===== config.mk =====
export PLATFORM = sky130hd
export DESIGN_NAME = div_unit
export DESIGN_NICKNAME = d
export VERILOG_FILES = /design/src/rtl/div_unit_pkg.sv /design/src/rtl/div_step.sv /design/src/rtl/div_unit.sv
export SDC_FILE = /design/constraint.sdc
export NUM_CORES = 1
export LEC_CHECK = 0
export ABC_CLOCK_PERIOD_IN_PS = 4800
export CAP_MARGIN = 20
export CELL_PAD_IN_SITES_DETAIL_PLACEMENT = 1
export CELL_PAD_IN_SITES_GLOBAL_PLACEMENT = 1
export CORE_AREA = 2 2 194 196
export DETAILED_ROUTE_END_ITERATION = 6
export DIE_AREA = 0 0 196 198
export MAX_ROUTING_LAYER = met4
export PLACE_DENSITY_LB_ADDON = 0.1
export SYNTH_ARGS = -nofsm -noshare
export SYNTH_HDL_FRONTEND = slang
export SYNTH_SLANG_ARGS = --single-unit

===== constraint.sdc =====
create_clock -name clk -period 4.8 [get_ports clk]
set_input_delay 0.96 -clock clk [delete_from_list [all_inputs] [get_ports clk]]
set_output_delay 0.96 -clock clk [all_outputs]
set_load 0.005 [all_outputs]

===== src/rtl/div_unit_pkg.sv =====
// rtl/div_unit_pkg.sv - shared encodings and op-decode helpers for the iterative divider
package div_unit_pkg;

   localparam int DIV_DATA_W   = 32;
   localparam int DIV_CNT_W    = 5;
   localparam int DIV_OP_WIDTH = 2;

   // funct3[1:0] of the RV32M divide group
   localparam logic [DIV_OP_WIDTH-1:0] DIV_OP_DIV  = 2'b00;
   localparam logic [DIV_OP_WIDTH-1:0] DIV_OP_DIVU = 2'b01;
   localparam logic [DIV_OP_WIDTH-1:0] DIV_OP_REM  = 2'b10;
   localparam logic [DIV_OP_WIDTH-1:0] DIV_OP_REMU = 2'b11;

   typedef enum logic [1:0] {
      DIV_ST_IDLE = 2'd0,
      DIV_ST_CALC = 2'd1,
      DIV_ST_DONE = 2'd2
   } div_state_e;

   function automatic logic div_op_signed(input logic [DIV_OP_WIDTH-1:0] op);
      return ~op[0];
   endfunction

   function automatic logic div_op_rem(input logic [DIV_OP_WIDTH-1:0] op);
      return op[1];
   endfunction

endpackage


===== src/rtl/div_step.sv =====
// rtl/div_step.sv - one restoring-division iteration: shift, compare, conditional subtract
module div_step #(
   parameter int DATA_W = 32
) (
   input  logic [DATA_W-1:0] rem_i,
   input  logic [DATA_W-1:0] dvd_i,
   input  logic [DATA_W-1:0] dvs_i,
   output logic [DATA_W-1:0] rem_o,
   output logic [DATA_W-1:0] dvd_o,
   output logic              qbit_o
);

   logic [DATA_W-1:0] shifted;
   logic [DATA_W:0]   diff;

   assign shifted = {rem_i[DATA_W-2:0], dvd_i[DATA_W-1]};
   assign diff    = {1'b0, shifted} - {1'b0, dvs_i};

   // A set remainder MSB means the shifted value exceeds DATA_W bits, so it is always >= divisor
   assign qbit_o  = rem_i[DATA_W-1] | ~diff[DATA_W];
   assign rem_o   = qbit_o ? diff[DATA_W-1:0] : shifted;
   assign dvd_o   = {dvd_i[DATA_W-2:0], 1'b0};

endmodule


===== src/rtl/div_unit.sv =====
// rtl/div_unit.sv - iterative RV32M divider with start/busy/valid handshake
module div_unit
   import div_unit_pkg::*;
#(
   parameter int DATA_W = DIV_DATA_W,
   parameter int CNT_W  = DIV_CNT_W
) (
   input  logic              clk,
   input  logic              rst,
   input  logic              start_i,
   input  logic              kill_i,
   input  logic [1:0]        div_op_i,
   input  logic [DATA_W-1:0] dividend_i,
   input  logic [DATA_W-1:0] divisor_i,
   output logic              busy_o,
   output logic              result_valid_o,
   output logic [DATA_W-1:0] result_o
);

   localparam logic [DATA_W-1:0] MIN_NEG  = {1'b1, {(DATA_W-1){1'b0}}};
   localparam logic [CNT_W-1:0]  LAST_CNT = CNT_W'(DATA_W-1);

   div_state_e        state_q, state_d;
   logic [1:0]        op_q, op_d;
   logic [DATA_W-1:0] dvd_q, dvd_d;
   logic [DATA_W-1:0] dvs_q, dvs_d;
   logic [DATA_W-1:0] rem_q, rem_d;
   logic [DATA_W-1:0] quo_q, quo_d;
   logic [DATA_W-1:0] result_q, result_d;
   logic [CNT_W-1:0]  cnt_q, cnt_d;
   logic              qneg_q, qneg_d;
   logic              rneg_q, rneg_d;

   logic              in_signed, in_rem, a_neg, b_neg, div_zero, overflow;
   logic [DATA_W-1:0] a_mag, b_mag, special_res;
   logic [DATA_W-1:0] step_rem, step_dvd, final_quo, calc_res;
   logic              step_qbit;

   assign in_signed = div_op_signed(div_op_i);
   assign in_rem    = div_op_rem(div_op_i);
   assign a_neg     = in_signed & dividend_i[DATA_W-1];
   assign b_neg     = in_signed & divisor_i[DATA_W-1];
   assign a_mag     = a_neg ? (~dividend_i + 1'b1) : dividend_i;
   assign b_mag     = b_neg ? (~divisor_i + 1'b1) : divisor_i;
   assign div_zero  = (divisor_i == '0);
   assign overflow  = in_signed & (dividend_i == MIN_NEG) & (divisor_i == '1);

   // Divide-by-zero takes priority; it also covers a signed overflow dividend with zero divisor
   always_comb begin
      special_res = '0;
      if (div_zero) begin
         special_res = in_rem ? dividend_i : '1;
      end else begin
         special_res = in_rem ? '0 : MIN_NEG;
      end
   end

   div_step #(
      .DATA_W (DATA_W)
   ) u_div_step (
      .rem_i  (rem_q),
      .dvd_i  (dvd_q),
      .dvs_i  (dvs_q),
      .rem_o  (step_rem),
      .dvd_o  (step_dvd),
      .qbit_o (step_qbit)
   );

   assign final_quo = {quo_q[DATA_W-2:0], step_qbit};

   always_comb begin
      calc_res = '0;
      if (div_op_rem(op_q)) begin
         calc_res = rneg_q ? (~step_rem + 1'b1) : step_rem;
      end else begin
         calc_res = qneg_q ? (~final_quo + 1'b1) : final_quo;
      end
   end

   always_comb begin
      state_d  = state_q;
      op_d     = op_q;
      dvd_d    = dvd_q;
      dvs_d    = dvs_q;
      rem_d    = rem_q;
      quo_d    = quo_q;
      result_d = result_q;
      cnt_d    = cnt_q;
      qneg_d   = qneg_q;
      rneg_d   = rneg_q;
      unique case (state_q)
         DIV_ST_IDLE: begin
            if (start_i && !kill_i) begin
               op_d   = div_op_i;
               dvd_d  = a_mag;
               dvs_d  = b_mag;
               rem_d  = '0;
               quo_d  = '0;
               cnt_d  = '0;
               qneg_d = a_neg ^ b_neg;
               rneg_d = a_neg;
               if (div_zero || overflow) begin
                  state_d  = DIV_ST_DONE;
                  result_d = special_res;
               end else begin
                  state_d  = DIV_ST_CALC;
               end
            end
         end
         DIV_ST_CALC: begin
            if (kill_i) begin
               state_d = DIV_ST_IDLE;
            end else begin
               rem_d = step_rem;
               dvd_d = step_dvd;
               quo_d = final_quo;
               cnt_d = cnt_q + CNT_W'(1);
               if (cnt_q == LAST_CNT) begin
                  state_d  = DIV_ST_DONE;
                  result_d = calc_res;
               end
            end
         end
         DIV_ST_DONE: begin
            state_d = DIV_ST_IDLE;
         end
         default: begin
            state_d = DIV_ST_IDLE;
         end
      endcase
   end

   always_ff @(posedge clk) begin
      if (rst) begin
         state_q  <= DIV_ST_IDLE;
         op_q     <= '0;
         dvd_q    <= '0;
         dvs_q    <= '0;
         rem_q    <= '0;
         quo_q    <= '0;
         result_q <= '0;
         cnt_q    <= '0;
         qneg_q   <= 1'b0;
         rneg_q   <= 1'b0;
      end else begin
         state_q  <= state_d;
         op_q     <= op_d;
         dvd_q    <= dvd_d;
         dvs_q    <= dvs_d;
         rem_q    <= rem_d;
         quo_q    <= quo_d;
         result_q <= result_d;
         cnt_q    <= cnt_d;
         qneg_q   <= qneg_d;
         rneg_q   <= rneg_d;
      end
   end

   // A kill landing in DONE suppresses the pulse so a flushed op never reports a result
   assign busy_o         = (state_q == DIV_ST_CALC);
   assign result_valid_o = (state_q == DIV_ST_DONE) && !kill_i;
   assign result_o       = result_q;

endmodule


==> results.yml <==
detailed_routing:
  routed_wirelength_microns: 49200
  avgViaCountPerCell: 5.77
  via_count: 13100
  post_drt_wl_per_cell_microns: 21.6
  drtAntennaViolNets: 0
  post-route-drc-count: 0
  drt_pass1_iterations: 5
  detailedRoute.firstIterationViolations: 722
yosys:
  post_synthesis_async_set_or_reset_flop_share: 0
  synth_cells: 1711
  mappedNetlistArea_sq_um: 12700
  ys.flop_type: "sky130_fd_sc_hd__dfxtp_1"
  synth_edf_count: 0
  synth_top_area_frac: 0.265
  synth-warning-count: 0
  postSynthAreaPerCell_sq_um: 7.45
  synth-seq-area-share: 0.265
  synth_top_cells_by_area: "sky130_fd_sc_hd__dfxtp_1 (27%), sky130_fd_sc_hd__nor2_1 (7.2%), sky130_fd_sc_hd__a21oi_1 (5.5%)"
  ys_ff_latch: 169
  synthesis.nets: 1821
  synth_cell_types: 105
  synth_largest_area_cell: "sky130_fd_sc_hd__dfxtp_1"
place:
  place_hpwl_microns: 37600
  place.detailed.instances: 2246
  io_buffers: 103
  place_congestion: 0.878
  place_ws_ns: 0.119
timing:
  final_period_minus_worst_setup_slack_ns: 4.49
  relSlewSlack: 0.383
  max_freq_mhz: 223
  clock_skew_ns: 0.0146
  worst_pin_slew_ns: 0.925
  slew_viol_final: 0
  setup-tns-final_ns: 0
  finalCritPeriodShare: 0.936
  finalHoldViolations: 0
  setup_ws_ns: 0.309
  setup_repair_after_global_routing_missed_its_margin: "no"
  setup_violations: 0
clock_network:
  clkTransAtPathRegs_ns: 0.07
  cts_tree: "built"
  cts_htree_levels: 4
  clock_tree.buffer_depth: 2
  cts_num_sinks: 169
  worstSkewPairLatency_ns: 0.46
  tritoncts.num_buffers: 17
  clock_tree.root_cell: "sky130_fd_sc_hd__clkbuf_16"
  cts.repair_timing.setup_buffer_count: 0
outcome:
  run_status: "finished clean"
worst_setup_path:
  cp.buffers_inverters: 3
  path_class: "flop to flop"
  critPathArrivalTime_ns: 4.82
  worst_setup_path_start_kind: "flop"
  critPathCaptureType: "flop"
  cp_slowest_stage_delay_ns: 0.42
  crit_path_top_delay_cell: "sky130_fd_sc_hd__fa_1"
  critical-path-top-delay-family: "compound AO/OA/AOI/OAI gates"
  worst_ep_required_time_ns: 5.13
  crit_path_cell_trace: "inv_1 -> ha_1 -> fa_1 -> nand2b_1 -> a211oi_4 -> o211a_4 -> o211ai_4 -> nand2_4 -> buf_4 -> nor2_1 -> a21oi_1 -> inv_1 -> ha_1 -> nand2_1 -> a2111oi_2 -> o211a_1 -> and3_1 -> o221ai_2 -> nand2_1 -> xnor2_1 -> a221oi_1 -> a211oi_1"
  worst-path-max-fanout: 8
floorplanning:
  area_of_the_core_region_sq_um: 37000
  boundaryPins: 104
  rows: 71
  die_w_microns: 196
  y_dimension_of_the_die_microns: 198
  dieArea_sq_um: 38800
  initial_core_util: 0.345
global_route:
  grt_overflow_total: 0
  grt_antenna_before_repair: 1
  grt_first_pass_wirelength_microns: 76900
  grt_max_degree: 90
  global_route.usage.total: 0.262
  number_of_global_route_vias_before_repair: 13200
pwr:
  pwr_density_cell_nw_per_um2: 257
  leakagePower_nw: 5.59
  vdd.ir_drop.worst_uv: 257
layout:
  final_util: 0.408
  nets: 1901
  synthToLayoutAreaGrowth_pct: 18.4
  post_layout_nonfiller_instances: 2277
  drive_above_1_share: 0.0938
job:
  timing.max_cap.violations: 0
min_path:
  holdCritPathClass: "flop to flop"
through the flow:
step	power (mW)	area, sq um	hold WS, ns
after floorplan	2.12	12700	0.432
after global placement	2.47	14500	0.442
after detailed placement	2.48	14500	0.453
after CTS	3.93	15100	0.461
after global routing	4.08	15100	0.486
final	3.88	15100	0.458
worst paths after layout:
path	startpoint	to	slack, ns	cells past startpoint
setup / recovery	dvd_q[31]$_SDFFE_PP0P_	result_o[20]$_SDFFE_PP0P_	0.31	22
hold / removal	dvs_q[31]$_SDFFE_PP0P_	dvs_q[31]$_SDFFE_PP0P_	0.46	2
setup reg to reg	dvd_q[31]$_SDFFE_PP0P_	result_o[20]$_SDFFE_PP0P_	0.31	22
hold reg to reg	dvs_q[31]$_SDFFE_PP0P_	dvs_q[31]$_SDFFE_PP0P_	0.46	2
cells by family (layout without fill, tap and decap cells):
kind of cell | count (synthesis) | after routing | synth area share
simple gates | 625 | 625 | 0.239
flops | 169 | 169 | 0.265
compound gates | 559 | 559 | 0.300
fa+ha+maj | 40 | 40 | 0.0398
buf+inv | 177 | 267 | 0.0576
xor+xnor | 125 | 125 | 0.0859
mux | 16 | 16 | 0.0127
other cells | 0 | 2 | 0
timing repair:
action / 4_1_cts / 5_1_grt
resized for setup: 0 / 7
setup endpoints to repair: 0 / 11
hold buffers: 0 / 0
worst register-to-register path: stages (launching register included):
cell	delay (ns)
sky130_fd_sc_hd__dfxtp_1	0.35
sky130_fd_sc_hd__inv_1	0.06
sky130_fd_sc_hd__ha_1	0.21
sky130_fd_sc_hd__fa_1	0.42
sky130_fd_sc_hd__nand2b_1	0.22
sky130_fd_sc_hd__a211oi_4	0.28
sky130_fd_sc_hd__o211a_4	0.25
sky130_fd_sc_hd__o211ai_4	0.10
sky130_fd_sc_hd__nand2_4	0.15
sky130_fd_sc_hd__buf_4	0.19
sky130_fd_sc_hd__nor2_1	0.05
sky130_fd_sc_hd__a21oi_1	0.23
sky130_fd_sc_hd__inv_1	0.08
sky130_fd_sc_hd__ha_1	0.25
sky130_fd_sc_hd__nand2_1	0.10
sky130_fd_sc_hd__a2111oi_2	0.05
sky130_fd_sc_hd__o211a_1	0.19
sky130_fd_sc_hd__and3_1	0.21
sky130_fd_sc_hd__o221ai_2	0.29
sky130_fd_sc_hd__nand2_1	0.11
sky130_fd_sc_hd__xnor2_1	0.16
sky130_fd_sc_hd__a221oi_1	0.30
sky130_fd_sc_hd__a211oi_1	0.12
per-layer routing:
metal  GRT usage  up-vias  share of wire
li1            -     6406              -
met1       0.339     6455           0.47
met2       0.431      221           0.47
met3      0.0365       47          0.035
met4      0.0710        0          0.020
met5           -        -              0
report_power, final:
part | internal, mW | switching (mW)
Clock | 0.787 | 0.645
Combinational | 0.360 | 0.611
Sequential | 1.45 | 0.0306
Total | 2.60 | 1.29
flip-flops by register name (all words and copies together) (netlist names):
register and count:
dvd_q 32, dvs_q 32, rem_q 32, result_o 32, quo_q 31, cnt_q 5, state_q 2, op_q 1
qneg_q 1, rneg_q 1
layout by cell type (no fill, tap or decap), drive strengths merged, types with 6 or more instances in the layout:
cell	n
a21boi	10
or4	15
or3	28
o221ai	6
a22oi	46
nand3	29
a21o	15
and3	12
inv	66
o41ai	15
nor3	45
a31oi	12
dfxtp	169
o211ai	21
buf	71
a21oi	144
a311oi	24
nand2	139
xnor2	60
clkbuf	19
nor2	246
o22ai	9
ha	39
nand2b	14
o21a	12
and2	8
nor2b	10
nor3b	6
clkdlybuf4s50	102
o31ai	17
o21ai	118
a211oi	65
nor4b	8
mux2i	15
nor4	23
or2	10
xor2	65
nand4	17
cell usage after synthesis, drive strengths merged (14+ instances only):
master,n
a21oi,144
nand2b,14
clkbuf,81
ha,39
dfxtp,169
o211ai,21
a21o,15
nor4,23
buf,31
o31ai,17
a311oi,24
nand3,29
nand4,17
o21ai,118
nor2,246
xnor2,60
nor3,45
a211oi,65
or3,28
inv,64
a22oi,46
nand2,139
mux2i,15
or4,15
o41ai,15
xor2,65
final cells by class:
| type | count | area [sq um] |
|---|---|---|
| Timing Repair Buffer | 173 | 1600 |
| Inverter | 65 | 244 |
| Clock inverter | 10 | 119 |
| Sequential cell | 169 | 3380 |
| Multi-Input combinational cell | 1365 | 8700 |
| Fill cell | 4515 | 21900 |
| Clock buffer | 19 | 453 |
| Tap cell | 474 | 593 |
| Antenna cell | 2 | 5.00 |
(Power assumes the default switching activity.)
